<file path="src/rtl/soc_event_arbiter.sv">
// Collects single-cycle peripheral event pulses into saturating per-source counters and
// serialises them round-robin into a registered valid/fulln/data event-ID stream.
module soc_event_arbiter #(
  parameter int unsigned NB_EVENTS      = 16,
  parameter int unsigned EVENT_ID_WIDTH = 8,
  parameter int unsigned CNT_WIDTH      = 2,
  parameter int unsigned ID_OFFSET      = 0
) (
  input  logic                      clk_i,
  input  logic                      rst_ni,
  input  logic [NB_EVENTS-1:0]      events_i,
  input  logic [NB_EVENTS-1:0]      err_clr_i,
  output logic                      event_fifo_valid_o,
  input  logic                      event_fifo_fulln_i,
  output logic [EVENT_ID_WIDTH-1:0] event_fifo_data_o,
  output logic [NB_EVENTS-1:0]      err_o,
  output logic                      busy_o
);

  localparam int unsigned PtrW = $clog2(NB_EVENTS);

  typedef logic [CNT_WIDTH-1:0] cnt_t;
  localparam cnt_t CntMax = '1;

  cnt_t                      cnt_q [NB_EVENTS];
  cnt_t                      cnt_d [NB_EVENTS];
  logic [NB_EVENTS-1:0]      err_q, err_d;
  logic [NB_EVENTS-1:0]      pending;
  logic [NB_EVENTS-1:0]      dec_vec;
  logic                      valid_q, valid_d;
  logic [EVENT_ID_WIDTH-1:0] data_q, data_d;
  logic [PtrW-1:0]           ptr_q, ptr_d;

  logic                      load_en;
  logic                      gnt_found;
  logic [PtrW-1:0]           gnt_idx;
  logic [PtrW:0]             scan_idx;

  always_comb begin
    for (int unsigned i = 0; i < NB_EVENTS; i++) begin
      pending[i] = (cnt_q[i] != '0);
    end
  end

  // The output register can take a new ID when empty or when its content leaves this cycle.
  assign load_en = !valid_q || event_fifo_fulln_i;

  // Round-robin scan from ptr_q, wrapping modulo NB_EVENTS; first pending source wins.
  always_comb begin
    gnt_found = 1'b0;
    gnt_idx   = '0;
    scan_idx  = '0;
    for (int unsigned k = 0; k < NB_EVENTS; k++) begin
      scan_idx = {1'b0, ptr_q} + (PtrW+1)'(k);
      if (scan_idx >= (PtrW+1)'(NB_EVENTS)) begin
        scan_idx = scan_idx - (PtrW+1)'(NB_EVENTS);
      end
      if (!gnt_found && pending[scan_idx[PtrW-1:0]]) begin
        gnt_found = 1'b1;
        gnt_idx   = scan_idx[PtrW-1:0];
      end
    end
  end

  always_comb begin
    valid_d = valid_q;
    data_d  = data_q;
    ptr_d   = ptr_q;
    dec_vec = '0;
    if (load_en) begin
      valid_d = gnt_found;
      if (gnt_found) begin
        dec_vec[gnt_idx] = 1'b1;
        data_d = EVENT_ID_WIDTH'(ID_OFFSET) + EVENT_ID_WIDTH'(gnt_idx);
        ptr_d  = (gnt_idx == PtrW'(NB_EVENTS - 1)) ? '0 : gnt_idx + PtrW'(1);
      end
    end
  end

  // A simultaneous increment and grant cancels out and never counts as an overflow.
  always_comb begin
    err_d = err_q & ~err_clr_i;
    for (int unsigned i = 0; i < NB_EVENTS; i++) begin
      cnt_d[i] = cnt_q[i];
      if (events_i[i] && !dec_vec[i]) begin
        if (cnt_q[i] == CntMax) begin
          err_d[i] = 1'b1;
        end else begin
          cnt_d[i] = cnt_q[i] + cnt_t'(1);
        end
      end else if (!events_i[i] && dec_vec[i]) begin
        cnt_d[i] = cnt_q[i] - cnt_t'(1);
      end
    end
  end

  always_ff @(posedge clk_i) begin
    if (!rst_ni) begin
      for (int unsigned i = 0; i < NB_EVENTS; i++) begin
        cnt_q[i] <= '0;
      end
      err_q   <= '0;
      valid_q <= 1'b0;
      data_q  <= '0;
      ptr_q   <= '0;
    end else begin
      for (int unsigned i = 0; i < NB_EVENTS; i++) begin
        cnt_q[i] <= cnt_d[i];
      end
      err_q   <= err_d;
      valid_q <= valid_d;
      data_q  <= data_d;
      ptr_q   <= ptr_d;
    end
  end

  assign event_fifo_valid_o = valid_q;
  assign event_fifo_data_o  = data_q;
  assign err_o              = err_q;
  assign busy_o             = (|pending) || valid_q;

endmodule

</file>
<file path="config.mk">
export PLATFORM = sky130hd
export DESIGN_NAME = soc_event_arbiter
export DESIGN_NICKNAME = d
export VERILOG_FILES = /design/src/rtl/soc_event_arbiter.sv
export SDC_FILE = /design/constraint.sdc
export NUM_CORES = 1
export LEC_CHECK = 0
export BUFFER_PORTS_ARGS = -buffer_cell sky130_fd_sc_hd__buf_2
export CORE_MARGIN = 10
export CORE_UTILIZATION = 30
export DETAILED_ROUTE_END_ITERATION = 12
export GPL_TIMING_DRIVEN = 0
export HOLD_SLACK_MARGIN = 0.05
export PLACE_DENSITY_LB_ADDON = 0.3
export SYNTH_ARGS = -nofsm -noshare
export SYNTH_HDL_FRONTEND = slang
export SYNTH_SLANG_ARGS = --single-unit
</file>
<file path="constraint.sdc">
create_clock -name clk_i -period 7.52 [get_ports clk_i]
set_input_delay 1.504 -clock clk_i [delete_from_list [all_inputs] [get_ports clk_i]]
set_output_delay 1.504 -clock clk_i [all_outputs]
set_load 0.05 [all_outputs]
</file>
# Yosys cells after proc, flatten, opt, wreduce, memory -nomap -nowiden
# Memory sizes are Yosys's and may differ from the RTL's.
# Index checks and enable logic that the tools add are counted.
# classes
add_sub_neg	64
n_lt_le_gt_ge	34
eq_ne	17
n_mux	183
bitwise	18
reduce_logical	116
# ops
op	count
$mux 4	33
$mux 2	64
$lt 4x5->1 const B	17
$ge 5x5->1 const B	15
$mux 1	67
$bmux 1 s4	16
$sub 4x1->4 const B	16
$logic_and 1x1->1	48
$logic_not 1->1	48
$add 4x4->5 const B	8
$add 2x1->2 const B	16
$eq 2x2->1 const B	16
$mux 16	2
$reduce_bool 2->1	16
$sub 2x1->2 const B	16
$add 4x3->5 const B	4
$and 16x16->16	1
$not 16->16	1
$or 1x1->1	16
$reduce_or 16->1	1
$add 4x2->5 const B	2
$add 4x1->5 const B	1
$ge 4x5->1 const B	1
$add 4x1->4 const B	1
5 further kinds	6
# word_totals
register_bits	25
mem_bits_rw	32
in_bits	35
memories	1
# memory_table
name	depth	width	read_ports	rd_ports_with_merged_regs	write_ports	line	source
cnt_q	16	2	16	0	16	25	cnt_t cnt_q [NB_EVENTS];

# Longest topological paths before layout
# Gate-level depths: netlist of the first run.
# logic_depth
word_depth	60
ltp_mapped	23

# Worst setup path after synthesis of the first run
# Ideal clock, no wire load.
# synth_timing
path_kind	flip-flop to flip-flop
startpoint	reg ptr_q[1]
endpoint	mem cnt_q[1][6] (netlist bit)
arrival_time_ns	5.387
required_time_ns	7.428
setup_slack_ns	2.041
path_stages_with_launch	22
n_path_buf	5
cell_sequence	dfxtp_1 clkbuf_1 clkinv_1 buf_1 ha_1 buf_2 buf_2 a21oi_1 mux4_2 mux2_2 nor3_2 or4b_1 buf_2 a2111oi_0 a2111o_1 o31a_1 ha_1 inv_1 nor2_1 nand4_1 nor2b_1 o32ai_1
# synth_rtl
item	line	source
from (decl)	32	logic [PtrW-1:0] ptr_q, ptr_d;
from (signal assigned)	113	ptr_q <= ptr_d;
to (decl)	25	

==> flow_summary.yaml, run 1 <==
run_status:
  status: "complete, no violations"
clocking:
  numCtsBuffers: 9
  cts_tree: "built"
  cts_sinks: 57
  cts.clk_slew.worst_paths_ps: 60
  htreeDepth: 3
  cts_buffer_depth: 2
  root_buffer: "clkbuf_16"
  clk_latency_ps: 340
  holdBufCountCts: 0
place:
  hpwl_um: 18420
  io_buffers: 55
  gp_congestion: 0.9620
synthesis:
  syn_inst: 785
  yosysSeqAreaShare_pct: 18.41
  ys_async_sr_fraction_pct: 0
  yosys.cell_types.count: 95
  synth_area_mm2: 0.006197
  synth.most_common_cell: "nor2_1"
  synth.area.top_cells: "dfxtp_1 18%, mux4_2 9.1%, mux2i_1 5.2%, a21oi_1 4.7%, nor2_1 4.4%"
  yosysWarnings: 0
  synth_flop_cell: "dfxtp_1"
  ys_seq_elements: 57
  synth_edf_count: 0
  syn_avg_cell_area_um2: 7.895
  synth_common_cells: "72 x nor2_1, 58 x a21oi_1, 57 x dfxtp_1, 48 x nand2_1, 37 x inv_1"
  yosys.area.top_type_share_pct: 18.41
  yosys.area.top_type: "dfxtp_1"
hold_path:
  min_path_cells: 2
  hold_end: "err_o[15]"
  worstHoldStart: "err_o[15]"
  min_path_type: "reg -> reg"
setup_path:
  critical_path_buf_inv_count: 7
  cp_top_family: "buffers and inverters"
  rrSetupSlack_ps: 390
  cp_cell_sequence: "clkbuf_1 > clkinv_1 > buf_1 > ha_1 > buf_2 > buf_2 > a21oi_1 > mux4_2 > mux2_2 > nor3_2 > or4b_1 > buf_2 > nor2_1 > o21ai_0 > a32oi_1 > ha_1 > inv_1 > nor2_2 > nand3_2 > xor2_1 > o32ai_1"
  crit_fanout: 13
  r2r_cells: 21
  path_class: "reg -> reg"
  rr_endpoint: "cnt_q[1][14]"
  cp.arrival_ps: 7360
  rr_startpoint: "ptr_q[1]"
  crit_top_cell: "buf_2"
  cp-start-kind: "register"
  cp_slowest_cell: "a32oi_1"
  required_ps: 7760
  slowest_delay_ps: 690
  end_kind: "register"
global_route:
  antenna_found_initial: 0
  grt_max_degree: 14
  grt_pass1_wl_um: 36340
  overflow: 0
  grt_pass1_vias: 6364
  grtUsageTotal_pct: 17.06
route:
  drtAntennaViolNets: 0
  via_per_inst: 5.971
  wire_per_inst_um: 21.05
  num_vias: 6741
  drt_iter0_markers: 593
  first_pass_iters: 5
  drc: 0
  routed_wl_um: 23770
timing:
  worstMarginPinSlew_ps: 900.3
  slew_viol_final: 0
  fmax_mhz: 140.3
  setup_viol: 0
  hold_slack_ps: 463.9
  setup_tns_ps: 0
  rsz0062_at_grt: "false"
  hold_viol_final: 0
  relSlewSlack_pct: 38.26
  min_period_ps: 7126
  skew_ps: 6.881
  min_period_over_period_pct: 94.76
layout:
  diodes: 0
  syn_to_final_growth_pct: 15.16
  finalNetCount: 900
  drive_gt1_share_pct: 19.44
die:
  start_util_pct: 30.53
  chipWidth_um: 163.7
  ios: 61
  core_area_mm2: 0.02030
  dieArea_mm2: 0.02681
  die_h_um: 163.7
  rows: 52
run:
  maxCapViolations: 0
==> worst max path at each step <==
stage | from | end | slack, ps | depth (start not counted)
after floorplan | ptr_q[1] | cnt_q[1][6] | 2040 | 21
after global placement | ptr_q[1] | cnt_q[1][6] | 360 | 21
after detailed placement | ptr_q[1] | cnt_q[1][14] | 340 | 21
after CTS | ptr_q[1] | cnt_q[1][14] | 290 | 21
after global routing | ptr_q[1] | cnt_q[1][2] | 70 | 22
final | ptr_q[1] | cnt_q[1][14] | 390 | 21
==> cells by family after synthesis <==
group           Yosys count  share of synthesized area (%)
other cells               1                        0.06051
xor+xnor                 18                          2.968
fa+ha+maj                11                          2.221
simple gates            285                          25.26
compound gates          246                          27.74
buf+inv                 101                          7.107
flops                    57                          18.41
mux                      66                          16.23
==> registers in the layout, summed over array words and instances, names as in the netlist <==
register,cells
cnt_q,32
err_o,16
event_fifo_data_o,4
ptr_q,4
event_fifo_valid_o,1
==> cells in the final DEF (no fill, tap or decap), types with 15 or more instances in the layout <==
cell       n
buf_2     71
nor2_1    71
a21oi_1   58
dfxtp_1   57
nand2_1   48
inv_1     37
o21ai_0   33
mux2i_1   32
clkbuf_1  31
nor3_1    29
mux4_2    25
nand3_1   25
nand2b_1  15
==> tightest hold or removal path, delay by kind of cell, from the launching register on <==
kind               cells  cell delay (ps)
DFF                    1              300
and+or+nand+nor        1               60
AOI/OAI and AO/OA      1               50
==> metal layers <==
metal / wire [um] / GRT usage, %
met5: 0 / 0
met4: 839 / 8.367
met3: 1995 / 3.104
met2: 10830 / 26.68
met1: 10110 / 22.15
==> timing repair <==
action                                  4_1_cts  5_1_grt
buffers inserted                              0        0
endpoints found under the setup margin        0        9
gates resized for setup                       0        2
==> area by class of cell <==
cell class	instances	area, um^2
buffer	59	282.8
clock buffer	10	229.0
clock inverter	6	82.58
fill	2199	13160
inverter	42	157.7
multi-input combinational	630	4631
sequential	57	1141
tap	270	337.8
timing repair buffer	55	275.3
==> metrics by stage <==
step | utilization, % | area [um^2] | std cells | worst slack [ps]
finish | 35.16 | 7137 | 1129 | 394.3
global route | 35.16 | 7137 | 1129 | 72.41
CTS | 35.14 | 7133 | 1129 | 289.3
detailed placement | 33.60 | 6822 | 1113 | 343.6
global placement | 33.60 | 6822 | 1113 | 356.3
floorplan | - | 6208 | 788 | 2041
Power of run 1 is not shown: default switching activity piles up to over one toggle a cycle in this logic, so the estimate is an artifact.
==> run 2: changes to the inputs <==
- clock period: 7.52 -> 6.42 ns (I/O delays scaled with it)
==> run 2 against run 1 <==
Effect of this change: die area did not move; first-iteration DRC count rose by 8.3%; clock-buffer cell count did not move; maximum frequency rose by 15%; setup slack got worse by 160 ps; wire length rose by 0.18%; design area rose by 0.95%; clock skew fell by 1.4 ps; global-route usage barely moved.
==> flow_summary.yaml, run 2 (synthesis results as in run 1) <==
layout:
  diodes: 0
  largest-register: "cnt_q"
  syn_to_final_growth_pct: 16.25
  stdcell_count: 1129
  fin_area_mm2: 0.007204
  largest_register_ffs: 32
  final_cell_mix: "71 x buf_2, 71 x nor2_1, 58 x a21oi_1, 57 x dfxtp_1, 48 x nand2_1"
  drive_gt1_share_pct: 20.95
  finalNetCount: 900
clocking:
  holdBufCountCts: 0
  cts_buffer_depth: 2
  htreeDepth: 3
  cts_sinks: 57
  clk_latency_ps: 340
  numCtsBuffers: 9
  cts_tree: "built"
  cts.clk_slew.worst_paths_ps: 60
  root_buffer: "clkbuf_16"
die:
  die_h_um: 163.7
  core_area_mm2: 0.02030
  ios: 61
  dieArea_mm2: 0.02681
  chipWidth_um: 163.7
  start_util_pct: 30.53
  rows: 52
route:
  drtAntennaViolNets: 0
  routed_wl_um: 23810
  drc: 0
  first_pass_iters: 5
  wire_per_inst_um: 21.09
  drt_iter0_markers: 642
  via_per_inst: 5.994
  num_vias: 6767
setup_path:
  rr_endpoint: "cnt_q[1][4]"
  cp.arrival_ps: 6390
  end_kind: "register"
  required_ps: 6620
  rrSetupSlack_ps: 230
  critical_path_buf_inv_count: 6
  path_class: "reg -> reg"
  cp_num_cells: 21
  r2r_cells: 21
  cp-start-kind: "register"
  crit_start: "ptr_q[1]"
  cp_top_family: "simple AND/OR/NAND/NOR gates"
  rr_startpoint: "ptr_q[1]"
  crit_fanout: 13
  cp_slowest_cell: "or4b_1"
  slowest_delay_ps: 490
  cp_cell_sequence: "clkbuf_2 > clkinv_2 > buf_2 > ha_1 > clkbuf_4 > nor3_1 > a21oi_1 > mux4_2 > mux2_2 > nor3_2 > or4b_1 > buf_2 > nor2_1 > o21ai_0 > a32oi_2 > inv_1 > ha_1 > and2_1 > a31oi_1 > nor2b_1 > o32ai_1"
global_route:
  antenna_found_initial: 0
  grt_pass1_vias: 6382
  grtUsageTotal_pct: 17.07
  grt_pass1_wl_um: 36380
  overflow: 0
  grt_max_degree: 14
hold_path:
  min_path_type: "reg -> reg"
  min_path_cells: 2
  hold_end: "err_o[15]"
  worstHoldStart: "err_o[15]"
place:
  place_inst: 1113
  gp_congestion: 0.9620
  hpwl_um: 18420
  placed_area_mm2: 0.006822
  io_buffers: 55
timing:
  rsz0062_at_grt: "false"
  setup_viol: 0
  skew_ps: 5.486
  worstMarginPinSlew_ps: 925.0
  relSlewSlack_pct: 38.11
  min_period_over_period_pct: 96.39
  min_period_ps: 6189
  fmax_mhz: 161.6
  hold_viol_final: 0
  slew_viol_final: 0
run:
  maxCapViolations: 0
run_status:
  status: "complete, no violations"
run 2: cell count changes in the layout (fill, tap and decap cells not counted), moves of 2 or more:
cell | previous run | this run
clkinv_1 | 3 | 1
buf_1 | 4 | 2
buf_4 | 7 | 10
clkbuf_2 | 0 | 3
clkbuf_1 | 31 | 26
run 2: worst reg2reg max path, stage by stage (launching register included):
cell	delay [ps]
dfxtp_1	390
clkbuf_2	260
clkinv_2	200
buf_2	290
ha_1	330
clkbuf_4	220
nor3_1	360
a21oi_1	90
mux4_2	480
mux2_2	390
nor3_2	240
or4b_1	490
buf_2	210
nor2_1	150
o21ai_0	140
a32oi_2	480
inv_1	160
ha_1	220
and2_1	220
a31oi_1	470
nor2b_1	210
o32ai_1	80
run 2: what timing repair did:
item	in CTS	in global routing
pin swaps	0	0
setup buffers	0	2
resized for setup	9	9
setup endpoints to repair	51	44
run 2: how the worst max path moves through the flow:
stage | to
after global routing | cnt_q[1][9]
after global placement | cnt_q[1][6]
after CTS | cnt_q[1][2]
final | cnt_q[1][4]
after floorplan | cnt_q[1][6]
after detailed placement | cnt_q[1][14]
run 2: cell type report:
cell class / count / area [um^2]
well taps: 270 / 337.8
clock inverters: 6 / 82.58
multi-input cells: 630 / 4674
repair buffers: 57 / 290.3
fillers: 2189 / 13100
flip-flops and latches: 57 / 1141
inverters: 42 / 162.7
plain buffers: 57 / 286.5
clock buffers: 10 / 229.0
run 2: through the flow:
| stage | hold slack, ps | setup WS, ps | setup TNS, ps | util, % |
|---|---|---|---|---|
| 2_1_floorplan | 491.2 | 941.0 | 0 | - |
| 3_3_place_gp | 461.1 | -743.7 | -20970 | 33.60 |
| 3_5_place_dp | 465.0 | -756.4 | -21210 | 33.60 |
| 4_1_cts | 472.4 | 91.55 | 0 | 35.24 |
| 5_1_grt | 498.7 | 9.884 | 0 | 35.49 |
| 6_report | 464.2 | 231.5 | 0 | 35.49 |
run 2: routing by layer:
layer,vias up,GRT usage [%],part of all wire (%)
li1,3117,-,-
met1,3213,22.12,43
met2,355,26.79,45
met3,82,3.104,8.1
met4,0,8.286,3.8
met5,-,0,0
Power of run 2 is left out for the same reason.
